<file path="src/rtl/engagement_pkg.sv">
// Shared types and constants for the turret engagement sequencer: state and target encodings,
// sensor code, release servo positions and timer helpers.
package engagement_pkg;

  localparam int unsigned TIMER_WIDTH = 31;

  localparam logic [1:0] SENSOR_NEW = 2'b10;

  localparam logic [17:0] RELEASE_LOW  = 18'd36000;
  localparam logic [17:0] RELEASE_MID  = 18'd70000;
  localparam logic [17:0] RELEASE_HIGH = 18'd120000;

  typedef enum logic [2:0] {
    StIdle     = 3'd0,
    StSettle   = 3'd1,
    StFire     = 3'd2,
    StCooldown = 3'd3,
    StRearm    = 3'd4,
    StEmpty    = 3'd5
  } engage_state_e;

  typedef enum logic [1:0] {
    TgtNone    = 2'd0,
    TgtForward = 2'd1,
    TgtLeft    = 2'd2,
    TgtRight   = 2'd3
  } target_e;

  // Release servo walks outward as the magazine drains; saturates at the last band position.
  function automatic logic [17:0] release_pos(input logic [3:0] shot_idx);
    if (shot_idx < 4'd2) begin
      return RELEASE_LOW;
    end else if (shot_idx < 4'd4) begin
      return RELEASE_MID;
    end else begin
      return RELEASE_HIGH;
    end
  endfunction

  // A duration of 0 still spends one cycle in the state.
  function automatic logic [TIMER_WIDTH-1:0] cycles_to_load(input int unsigned cycles);
    if (cycles == 0) begin
      return '0;
    end else begin
      return TIMER_WIDTH'(cycles - 1);
    end
  endfunction

endpackage

</file>
<file path="src/rtl/engagement_sequencer_if.sv">
// Sensor/reload inputs and servo/status outputs of the engagement sequencer.
interface engagement_sequencer_if;

  logic [1:0]  forward_signal;
  logic [1:0]  left_signal;
  logic [1:0]  right_signal;
  logic        reload;
  logic [17:0] aim_width;
  logic [17:0] fire_width;
  logic        rover_hold;
  logic        fire_done;
  logic        empty;
  logic [3:0]  shots_left;
  logic [2:0]  state;

  modport master (
    output forward_signal, left_signal, right_signal, reload,
    input  aim_width, fire_width, rover_hold, fire_done, empty, shots_left, state
  );

  modport slave (
    input  forward_signal, left_signal, right_signal, reload,
    output aim_width, fire_width, rover_hold, fire_done, empty, shots_left, state
  );

endinterface

</file>
<file path="src/rtl/engagement_timer.sv">
// Loadable down-counter that stops at zero; load takes priority over decrement.
module engagement_timer #(
  parameter int unsigned WIDTH = 31
) (
  input  logic             clock,
  input  logic             reset,
  input  logic             load,
  input  logic             en,
  input  logic [WIDTH-1:0] load_value,
  output logic             zero
);

  logic [WIDTH-1:0] count_q;

  always_ff @(posedge clock) begin
    if (reset) begin
      count_q <= '0;
    end else if (load) begin
      count_q <= load_value;
    end else if (en && (count_q != '0)) begin
      count_q <= count_q - 1'b1;
    end
  end

  assign zero = (count_q == '0);

endmodule

</file>
<file path="src/rtl/engagement_sequencer.sv">
// Turret engagement sequencer: arbitrates sensor requests, aims, fires, cools down, tracks the
// magazine. Define ENGAGE_ROUND_ROBIN_EN to alternate left/right when both request together.
module engagement_sequencer
  import engagement_pkg::*;
#(
  parameter int unsigned AIM_LEFT        = 5000,
  parameter int unsigned AIM_RIGHT       = 200000,
  parameter int unsigned AIM_FORWARD     = 100000,
  parameter int unsigned SETTLE_CYCLES   = 50000000,
  parameter int unsigned FIRE_CYCLES     = 100000,
  parameter int unsigned COOLDOWN_CYCLES = 100000000,
  parameter int unsigned MAG_SIZE        = 6
) (
  input logic                   clock,
  input logic                   reset,
  engagement_sequencer_if.slave bus
);

  localparam logic [17:0] AimLeft    = 18'(AIM_LEFT);
  localparam logic [17:0] AimRight   = 18'(AIM_RIGHT);
  localparam logic [17:0] AimForward = 18'(AIM_FORWARD);
  localparam logic [3:0]  MagFull    = 4'(MAG_SIZE);

  engage_state_e state_q, state_d;
  target_e       winner;

  logic [17:0] aim_width_q, aim_width_d;
  logic [17:0] fire_width_q, fire_width_d;
  logic        rover_hold_q, rover_hold_d;
  logic        fire_done_q, fire_done_d;
  logic        empty_q, empty_d;
  logic [3:0]  shots_left_q, shots_left_d;
  logic        fire_entry_q, fire_entry_d;

  logic                   timer_load, timer_en, timer_zero;
  logic [TIMER_WIDTH-1:0] timer_load_value;

  logic req_forward, req_left, req_right, any_req, can_engage;
  logic [3:0] shot_idx;

  assign req_forward = (bus.forward_signal == SENSOR_NEW);
  assign req_left    = (bus.left_signal == SENSOR_NEW);
  assign req_right   = (bus.right_signal == SENSOR_NEW);
  assign any_req     = req_forward | req_left | req_right;
  assign can_engage  = !bus.reload && (shots_left_q != 4'd0) && (winner != TgtNone);
  assign shot_idx    = MagFull - shots_left_q;

`ifdef ENGAGE_ROUND_ROBIN_EN
  logic rr_ptr_q, rr_ptr_d;  // 0: left favoured on a tie, 1: right favoured

  always_comb begin
    rr_ptr_d = rr_ptr_q;
    if ((state_q == StIdle) && can_engage && (winner != TgtForward)) begin
      rr_ptr_d = (winner == TgtLeft);
    end
  end

  always_ff @(posedge clock) begin
    if (reset) begin
      rr_ptr_q <= 1'b0;
    end else begin
      rr_ptr_q <= rr_ptr_d;
    end
  end
`endif

  always_comb begin
    winner = TgtNone;
    if (req_forward) begin
      winner = TgtForward;
    end else if (req_left && req_right) begin
`ifdef ENGAGE_ROUND_ROBIN_EN
      winner = rr_ptr_q ? TgtRight : TgtLeft;
`else
      winner = TgtLeft;
`endif
    end else if (req_left) begin
      winner = TgtLeft;
    end else if (req_right) begin
      winner = TgtRight;
    end
  end

  always_ff @(posedge clock) begin
    if (reset) begin
      state_q      <= StIdle;
      aim_width_q  <= AimForward;
      fire_width_q <= '0;
      rover_hold_q <= 1'b0;
      fire_done_q  <= 1'b0;
      empty_q      <= 1'b0;
      shots_left_q <= MagFull;
      fire_entry_q <= 1'b0;
    end else begin
      state_q      <= state_d;
      aim_width_q  <= aim_width_d;
      fire_width_q <= fire_width_d;
      rover_hold_q <= rover_hold_d;
      fire_done_q  <= fire_done_d;
      empty_q      <= empty_d;
      shots_left_q <= shots_left_d;
      fire_entry_q <= fire_entry_d;
    end
  end

  always_comb begin
    state_d = state_q;
    unique case (state_q)
      StIdle:     if (can_engage) state_d = (winner == TgtForward) ? StFire : StSettle;
      StSettle:   if (timer_zero) state_d = StFire;
      StFire:     if (!fire_entry_q && timer_zero) state_d = StCooldown;
      StCooldown: if (timer_zero) state_d = (shots_left_q == 4'd0) ? StEmpty : StRearm;
      StRearm:    if (!any_req) state_d = StIdle;
      StEmpty:    if (bus.reload) state_d = StIdle;
      default:    state_d = StIdle;
    endcase
  end

  always_comb begin
    aim_width_d      = aim_width_q;
    fire_width_d     = fire_width_q;
    rover_hold_d     = rover_hold_q;
    fire_done_d      = 1'b0;
    empty_d          = empty_q;
    shots_left_d     = shots_left_q;
    fire_entry_d     = 1'b0;
    timer_load       = 1'b0;
    timer_load_value = '0;
    timer_en         = (state_q == StSettle) || (state_q == StFire) || (state_q == StCooldown);
    unique case (state_q)
      StIdle: begin
        if (bus.reload) begin
          fire_width_d = '0;
          shots_left_d = MagFull;
          empty_d      = 1'b0;
        end else if (can_engage) begin
          rover_hold_d = 1'b1;
          unique case (winner)
            TgtLeft:  aim_width_d = AimLeft;
            TgtRight: aim_width_d = AimRight;
            default:  aim_width_d = AimForward;
          endcase
          if (winner == TgtForward) begin
            fire_entry_d = 1'b1;
          end else begin
            timer_load       = 1'b1;
            timer_load_value = cycles_to_load(SETTLE_CYCLES);
          end
        end
      end
      StSettle: fire_entry_d = timer_zero;
      StFire: begin
        // First FIRE cycle only arms the release servo; the shot completes when the hold expires.
        if (fire_entry_q) begin
          fire_width_d     = release_pos(shot_idx);
          timer_load       = 1'b1;
          timer_load_value = cycles_to_load(FIRE_CYCLES);
        end else if (timer_zero) begin
          fire_done_d      = 1'b1;
          shots_left_d     = shots_left_q - 4'd1;
          rover_hold_d     = 1'b0;
          aim_width_d      = AimForward;
          timer_load       = 1'b1;
          timer_load_value = cycles_to_load(COOLDOWN_CYCLES);
        end
      end
      StCooldown: if (timer_zero && (shots_left_q == 4'd0)) empty_d = 1'b1;
      StRearm: ;
      StEmpty: begin
        rover_hold_d = 1'b0;
        empty_d      = 1'b1;
        if (bus.reload) begin
          fire_width_d = '0;
          shots_left_d = MagFull;
          empty_d      = 1'b0;
        end
      end
      default: ;
    endcase
  end

  engagement_timer #(
    .WIDTH(TIMER_WIDTH)
  ) u_timer (
    .clock     (clock),
    .reset     (reset),
    .load      (timer_load),
    .en        (timer_en),
    .load_value(timer_load_value),
    .zero      (timer_zero)
  );

  assign bus.aim_width  = aim_width_q;
  assign bus.fire_width = fire_width_q;
  assign bus.rover_hold = rover_hold_q;
  assign bus.fire_done  = fire_done_q;
  assign bus.empty      = empty_q;
  assign bus.shots_left = shots_left_q;
  assign bus.state      = state_q;

endmodule

</file>
<file path="src/flat_wrapper.sv">
// flat-port wrapper written by rule: the top's interface ports become plain ports
module engagement_sequencer_flat import engagement_pkg::*;
#(
  parameter int unsigned AIM_LEFT        = 5000,
  parameter int unsigned AIM_RIGHT       = 200000,
  parameter int unsigned AIM_FORWARD     = 100000,
  parameter int unsigned SETTLE_CYCLES   = 50000000,
  parameter int unsigned FIRE_CYCLES     = 100000,
  parameter int unsigned COOLDOWN_CYCLES = 100000000,
  parameter int unsigned MAG_SIZE        = 6
)
  (clock, reset, bus_forward_signal, bus_left_signal, bus_right_signal, bus_reload, bus_aim_width, bus_fire_width, bus_rover_hold, bus_fire_done, bus_empty, bus_shots_left, bus_state);
  engagement_sequencer_if bus_i ();
  input logic clock;
  input logic reset;
  input wire logic [$bits(bus_i.forward_signal)-1:0] bus_forward_signal;
  input wire logic [$bits(bus_i.left_signal)-1:0] bus_left_signal;
  input wire logic [$bits(bus_i.right_signal)-1:0] bus_right_signal;
  input wire logic [$bits(bus_i.reload)-1:0] bus_reload;
  output wire logic [$bits(bus_i.aim_width)-1:0] bus_aim_width;
  output wire logic [$bits(bus_i.fire_width)-1:0] bus_fire_width;
  output wire logic [$bits(bus_i.rover_hold)-1:0] bus_rover_hold;
  output wire logic [$bits(bus_i.fire_done)-1:0] bus_fire_done;
  output wire logic [$bits(bus_i.empty)-1:0] bus_empty;
  output wire logic [$bits(bus_i.shots_left)-1:0] bus_shots_left;
  output wire logic [$bits(bus_i.state)-1:0] bus_state;
  assign bus_i.forward_signal = bus_forward_signal;
  assign bus_i.left_signal = bus_left_signal;
  assign bus_i.right_signal = bus_right_signal;
  assign bus_i.reload = bus_reload;
  assign bus_aim_width = bus_i.aim_width;
  assign bus_fire_width = bus_i.fire_width;
  assign bus_rover_hold = bus_i.rover_hold;
  assign bus_fire_done = bus_i.fire_done;
  assign bus_empty = bus_i.empty;
  assign bus_shots_left = bus_i.shots_left;
  assign bus_state = bus_i.state;
  engagement_sequencer #(.AIM_LEFT(AIM_LEFT), .AIM_RIGHT(AIM_RIGHT), .AIM_FORWARD(AIM_FORWARD), .SETTLE_CYCLES(SETTLE_CYCLES), .FIRE_CYCLES(FIRE_CYCLES), .COOLDOWN_CYCLES(COOLDOWN_CYCLES), .MAG_SIZE(MAG_SIZE)) u_core (.clock(clock), .reset(reset), .bus(bus_i));
endmodule
</file>
<file path="config.mk">
export PLATFORM = sky130hd
export DESIGN_NAME = engagement_sequencer_flat
export DESIGN_NICKNAME = d
export VERILOG_FILES = /design/src/rtl/engagement_pkg.sv /design/src/rtl/engagement_sequencer_if.sv /design/src/rtl/engagement_timer.sv /design/src/rtl/engagement_sequencer.sv /design/src/flat_wrapper.sv
export SDC_FILE = /design/constraint.sdc
export NUM_CORES = 1
export LEC_CHECK = 0
export ABC_AREA = 1
export BUFFER_PORTS_ARGS = -buffer_cell sky130_fd_sc_hd__buf_4
export CORE_UTILIZATION = 53
export DETAILED_ROUTE_END_ITERATION = 8
export PLACE_DENSITY_LB_ADDON = 0.3
export SYNTH_ARGS = -nofsm -noshare
export SYNTH_HDL_FRONTEND = slang
export SYNTH_SLANG_ARGS = --single-unit
</file>
<file path="constraint.sdc">
create_clock -name clock -period 1.7 [get_ports clock]
set_input_delay 0.085 -clock clock [delete_from_list [all_inputs] [get_ports clock]]
set_output_delay 0.085 -clock clock [all_outputs]
set_load 0.05 [all_outputs]
</file>
### Word level (Yosys, flattened, before mapping)

Index checks and enable logic that the tools add are counted.

| word-level totals | value |
|---|---|
| bits in registers | 78 |
| latch bits | 0 |
| RAM bits | 0 |
| bits in read-only memories | 0 |
| bits of input ports | 9 |
| output and inout port bits | 46 |
| word-level logic and storage cells | 125 |
| memories | 0 |

| cells by class | value |
|---|---|
| $add $sub $neg | 3 |
| $mul | 0 |
| div/mod/pow operators | 0 |
| $lt $le $gt $ge | 2 |
| equal/unequal tests | 24 |
| shift-type cells | 0 |
| multiplexer cells | 55 |
| bitwise logic cells | 3 |
| reductions and logical operators | 29 |

Operator list:

| cell | number |
|---|---|
| 31-bit 2-to-1 mux | 5 |
| 18-bit 2-to-1 mux | 7 |
| 18-bit case mux with 2 select lines | 3 |
| 31-bit case mux with 2 select lines | 1 |
| 31-bit zero test | 1 |
| 31-bit nonzero test | 1 |
| 31-bit by 1-bit subtractor with 31-bit output (second input constant) | 1 |
| 27-bit 2-to-1 mux | 1 |
| 26-bit 2-to-1 mux | 1 |
| 3-bit 2-to-1 mux | 6 |
| 3-bit case mux with 6 select lines | 1 |
| 1-bit 2-to-1 mux | 16 |
| 16-bit 2-to-1 mux | 1 |
| 2-bit by 1-bit != test with 1-bit output (second input constant) | 7 |
| 4-bit 2-to-1 mux | 3 |
| 2-bit != test (second input constant) | 6 |
| 2-bit equality test (second input constant) | 5 |
| 2-bit 2-to-1 mux | 5 |
| 5-bit AND reduction | 2 |
| 4-bit case mux with 2 select lines | 1 |
| 2-bit nonzero test | 4 |
| 3-bit by 2-bit equality test with 1-bit output (second input constant) | 2 |
| 3-bit equality test (second input constant) | 2 |
| 1-bit logical AND | 6 |
| other kinds (21) | 28 |

### Depth between registers and ports, before layout

| depth | value |
|---|---|
| word-level depth | 11 |
| gate-level depth with buffers | 14 |
| depth with buffers taken out | 13 |

### Modules after synthesis

Synthesis repeated with hierarchy kept, for this count alone.

| unflattened totals | value |
|---|---|
| cells, all modules | 610 |
| area total of the unflattened synthesis | 3824.9 um2 |

By module, submodules not included:

| module | instances | cells each | area an instance (um2) | sequential area each (um2) |
|---|---|---|---|---|
| engagement_timer | 1 | 397 | 2349.8 | 620.6 |
| engagement_sequencer | 1 | 213 | 1475.2 | 460.4 |

### Least setup slack after synthesis

OpenSTA, ideal clock, no wires.

| timing path | value |
|---|---|
| path type | register to register |
| start | register u_core.shots_left_q[0], in the netlist u_core.bus.shots_left[0] |
| end | register u_core.aim_width_q[15], in the netlist u_core.bus.aim_width[15] |
| setup time | 0.134 ns |
| data arrival time | 1.930 ns |
| required time | 1.566 ns |
| setup slack | -0.364 ns |
| stages on the path, launching flop included | 13 |
| path buffers | 0 |
| period minus slack after synthesis | 2.064 ns |
| path through | dfxtp_1 inv_1 ha_1 nand2_1 nand2_1 inv_1 nand2_1 inv_1 nor2_1 nor2_1 nand2_1 nand2_1 nand3_1 |

| between the ends | value |
|---|---|
| longest elaborated chain between the ends | 5 |

RTL lines:

| item | RTL line | RTL |
|---|---|---|
| from (decl) | engagement_sequencer.sv:32 | `logic [3:0] shots_left_q, shots_left_d;` |
| from (signal assigned) | engagement_sequencer.sv:92 | `shots_left_q <= MagFull;` |
| from (signal assigned) | engagement_sequencer.sv:101 | `shots_left_q <= shots_left_d;` |
| 4-bit nonzero test | engagement_sequencer.sv:45 | `assign can_engage = !bus.reload && (shots_left_q != 4'd0) && (winner != TgtNone);` |
| 1-bit logical AND (2 in a row) | engagement_sequencer.sv:45 |  |
| 2-bit by 1-bit != test with 1-bit output (no line) | -- |  |
| 5-bit AND reduction (no line) | -- |  |
| to (signal assigned) | engagement_sequencer.sv:87 | `aim_width_q <= AimForward;` |
| to (signal assigned) | engagement_sequencer.sv:96 | `aim_width_q <= aim_width_d;` |
| to (decl) | engagement_sequencer.sv:27 | `logic [17:0] aim_width_q, aim_width_d;` |

No other way between the ends.
A chain may end at the register's enable or synchronous reset.

### Worst setup path in the final report

| timing path | value |
|---|---|
| start | register u_core.u_timer.count_q[4] |
| end | register u_core.u_timer.count_q[28] |

| between the ends | value |
|---|---|
| longest elaborated chain between the ends | 5 |
| elaborated cells on any way between the ends | 10 |
| those cells by class | 1 x add/sub; 5 x mux; 4 x reduce/logical |

RTL lines:

| item | RTL line | RTL |
|---|---|---|
| from (decl) | engagement_timer.sv:13 | `logic [WIDTH-1:0] count_q;` |
| from (signal assigned) | engagement_timer.sv:19 | `count_q <= load_value;` |
| from (signal assigned) | engagement_timer.sv:21 | `count_q <= count_q - 1'b1;` |
| parallel branches: the longest is 5 deep, another holds 31-bit by 1-bit subtractor with 31-bit output | -- |  |

Parallel ways; which one is timed is not known. The select of a mux whose other input is x is not followed.

==> out/results.env <==
RUN_STATUS='complete, but fails checks'
FAILED_CHECKS='negative setup slack'
SYNTH.CELL_AREA_MM2=0.00389
WL_UM=13100
FIRSTDRTPASSITERS=7
POWER-PER-CELL-AREA_mW_PER_MM2=1980
DETAILROUTE.WIRELENGTH.MET3_UM=1130
SYNTHDISTINCTLIBCELLS=35
DIE_H_UM=87.7
GRT_SETUP_UNREPAIRED='yes'
POSTROUTEANTENNANETS=0
FINAL_LAYOUT_SIZE_SUFFIX_GT1_SHARE_PCT=37.4
GLOBALPLACE.CONGESTION=1.01
CLOCKROOTBUFFER='clkbuf_8'
SYNTH.YOSYS.SEQ_AREA_SHARE_PCT=27.8
FLOORPLAN_CORE_AREA_MM2=0.00694
ANTENNA_VIOLATIONS_BEFORE_REPAIR=0
FINAL_HOLD_VIOL_COUNT=0
CTS_TREE='done'
DETAILED_PLACE_HPWL_UM=8360
INITIALDRTVIOLATIONCOUNT=472
GLOBALROUTETOTALUTIL_PCT=29.6
CLKLATENCYLATEPIN_NS=0.33
PATH_CLK_SLEW_NS=0.12
CRITICAL_PATH.REG2REG.STARTPOINT='u_core.u_timer.count_q[4]'
VIA_COUNT_OF_THE_FIRST_GLOBAL_ROUTING_PASS=3855
FINALMAXSLEWVIOLATIONS=0
TIMING_WORST_SLEW_PIN_VALUE_NS=0.544
CP_DATA_REQUIRED_TIME_NS=1.97
DIE_AREA_MM2=0.00769
DRCVIOLATIONCOUNT=0
SYNTH_EDF_COUNT=0
POST-ROUTE-PERIOD-UTIL_PCT=108
VIAS=4568
SYNTHESIS.YOSYS.WARNINGS=0
HP-CLASS='in -> reg'
FINALCRITICALPERIOD_NS=1.83
ROUTE.DETAILED.VIAS_PER_INST=5.49
FINAL_CRITICAL_PATH_SETUP_SLACK_NS=-0.132
REG2REG_TO='u_core.u_timer.count_q[28]'
SYNTHTOLAYOUTAREAGROWTH_PCT=39.7
ARRIVAL_WORST_ENDPOINT_NS=2.10
POST_DRT_WL_PER_CELL_UM=15.8
CRIT_PATH_KIND='reg -> reg'
DIE_W_UM=87.7
FINALSETUPTNS_NS=-2.43
GRT.OVERFLOW.TOTAL=0
FLOORPLAN.INITIALDENSITY_PCT=56.0
ASR_FLOP_RATIO_SYNTH_PCT=0
DESIGN.FINAL.NETS=748
CRIT_PATH_END_KIND='flop'
FINAL_SETUP_VIO_COUNT=39
GRT_PASS1_WL_UM=17600
YOSYS_MOST_USED_DFF='dfxtp_1'
CLOCK_SINK_COUNT=54
WORST_CLOCK_SKEW_NS=0.00828
CRITPATHMAXFANOUT=4
SYNTH_CELLS=625
ENDPOINT='u_core.u_timer.count_q[28]'
ROUTE.MET2.WL_UM=6140
TIMING.FMAX_MHz=546
SETUP.REG_TO_REG.WORST_SLACK_NS=-0.13
ANTENNA-DIODE-COUNT=0
IR_DROP_mV=1.12
CTSLONGESTPATHBUFFERS=2
TOP_LEVEL_PORTS=55
CRIT_START='u_core.u_timer.count_q[4]'
RELSLEWSLACK_PCT=63.7
DETAIL_ROUTE.WIRELENGTH.MET1_UM=5210
PORTBUFFERS=41
CAP_VIOLATIONS=0
H-TREE-DEPTH=2
POSTSYNTHREGISTERBITS=54
LEAKAGEPOWER_nW=2.77
TOP_ROUTING_LAYER_USED='met4'
SETUP.WORST_PATH.START_CLASS='flop'
GRT_START_MAX_NET_PINS=22
FINALHOLDWORSTSLACK_NS=0.101
CORE.ROWCOUNT=30
POSTSYNTHAREAPERCELL_UM2=6.23
TRITONCTS_BUFFER_COUNT=5
NUMBER_OF_CELL_INSTANCES_ON_THE_WORST_REGISTER_TO_REGISTER_PATH=9
POSTCTSHOLDBUFS=0
==> critical path, cell delays in order, from the launching register on <==
cell     delay (ns)
dfxtp_1        0.35
nor2_1         0.15
nand2_2        0.12
buf_4          0.16
nor2_4         0.16
nand2_2        0.10
nor2_2         0.17
xor2_1         0.25
nand3_1        0.14
a21oi_1        0.17
==> power by group <==
part / switching, mW / internal, mW / total, mW
clock network: 0.504 / 0.307 / 0.811
registers: 0.364 / 1.64 / 2.00
logic: 4.84 / 3.13 / 7.97
total: 5.71 / 5.07 / 10.8
==> synth_stat cells, types with 5 or more instances <==
master | count | area share, %
a21oi_1 | 21 | 2.7
buf_4 | 26 | 5.0
dfxtp_1 | 54 | 28
inv_1 | 77 | 7.4
inv_2 | 5 | 0.48
nand2_1 | 165 | 16
nand2_2 | 5 | 0.80
nand3_1 | 36 | 4.6
nand3b_1 | 5 | 0.96
nand4_1 | 21 | 3.4
nor2_1 | 119 | 11
nor2_2 | 11 | 1.8
nor2_4 | 5 | 1.4
nor3_1 | 6 | 0.77
o21ai_0 | 16 | 2.1
xor2_1 | 19 | 4.3
==> stage by stage <==
step                instances  setup slack [ns]  instance area, µm²  util, %  power, mW
floorplan                 637          -0.00342                3960        -       6.16
global placement          800           -0.0583                4650     67.0       7.90
detailed placement        800            -0.114                4650     67.0       8.01
CTS                       816           -0.0323                4910     70.7       9.16
global route              832            -0.224                5440     78.3       11.4
finish                    832            -0.132                5440     78.3       10.8
==> flip-flops by register name, summed over array words and instances (netlist names) <==
register	cells
u_core.bus.fire_done	1
u_core.bus.rover_hold	1
u_core.bus.shots_left	4
u_core.bus.empty	1
u_core.bus.aim_width	6
u_core.bus.state	3
u_core.bus.fire_width	6
u_core.fire_entry_q	1
u_core.u_timer.count_q	31
==> per-layer routing <==
metal  up-vias  GRT usage, %
li1       2124             -
met1      2088          37.8
met2       289          50.3
met3        67          6.88
met4         0          8.05
met5         -             0
==> cell type report <==
class / instances / area [µm²]
Clock buffer: 5 / 68.8
Clock inverter: 3 / 28.8
Fill cell: 493 / 1510
Inverter: 82 / 323
Multi-Input combinational cell: 465 / 2700
Sequential cell: 54 / 1110
Tap cell: 96 / 120
Timing Repair Buffer: 127 / 1080
==> what timing repair did <==
| action | CTS | global route |
|---|---|---|
| setup buffers | 6 | 14 |
| gates cloned | 2 | 3 |
| setup endpoints to repair | 46 | 51 |
| resized for setup | 38 | 114 |
| pin swaps | 13 | 41 |
| endpoints found under the hold margin | 0 | 0 |
==> worst min-delay path by stage <==
| stage | startpoint | end | cells after the start |
|---|---|---|---|
| floorplan | reset | u_core.bus.rover_hold | 3 |
| global placement | reset | u_core.bus.fire_width[5] | 2 |
| detailed placement | reset | u_core.bus.fire_width[5] | 2 |
| CTS | reset | u_core.bus.fire_width[5] | 2 |
| global route | reset | u_core.u_timer.count_q[11] | 2 |
| finish | reset | u_core.u_timer.count_q[11] | 2 |
==> logic make-up after synthesis <==
kind of cell	count (synthesis)	share of synthesized area (%)
other	1	0.0964
AND/OR/NAND/NOR	384	45.4
buffers and inverters	119	14.8
AO/OA/AOI/OAI	43	6.11
adder cells (fa/ha/maj)	4	1.29
flip-flops	54	27.8
XOR/XNOR	20	4.50
==> layout by cell type (no fill, tap or decap), types with 17 or more instances in the layout <==
cell type,count
xor2_1,19
nand3_1,31
nor2_4,27
dfxtp_1,35
nand4_1,21
inv_1,68
nor2_1,92
buf_4,112
nand2_2,27
a21oi_1,18
nand2_1,132
nor2_2,17
Note: power is estimated with default switching activity, not from simulation.
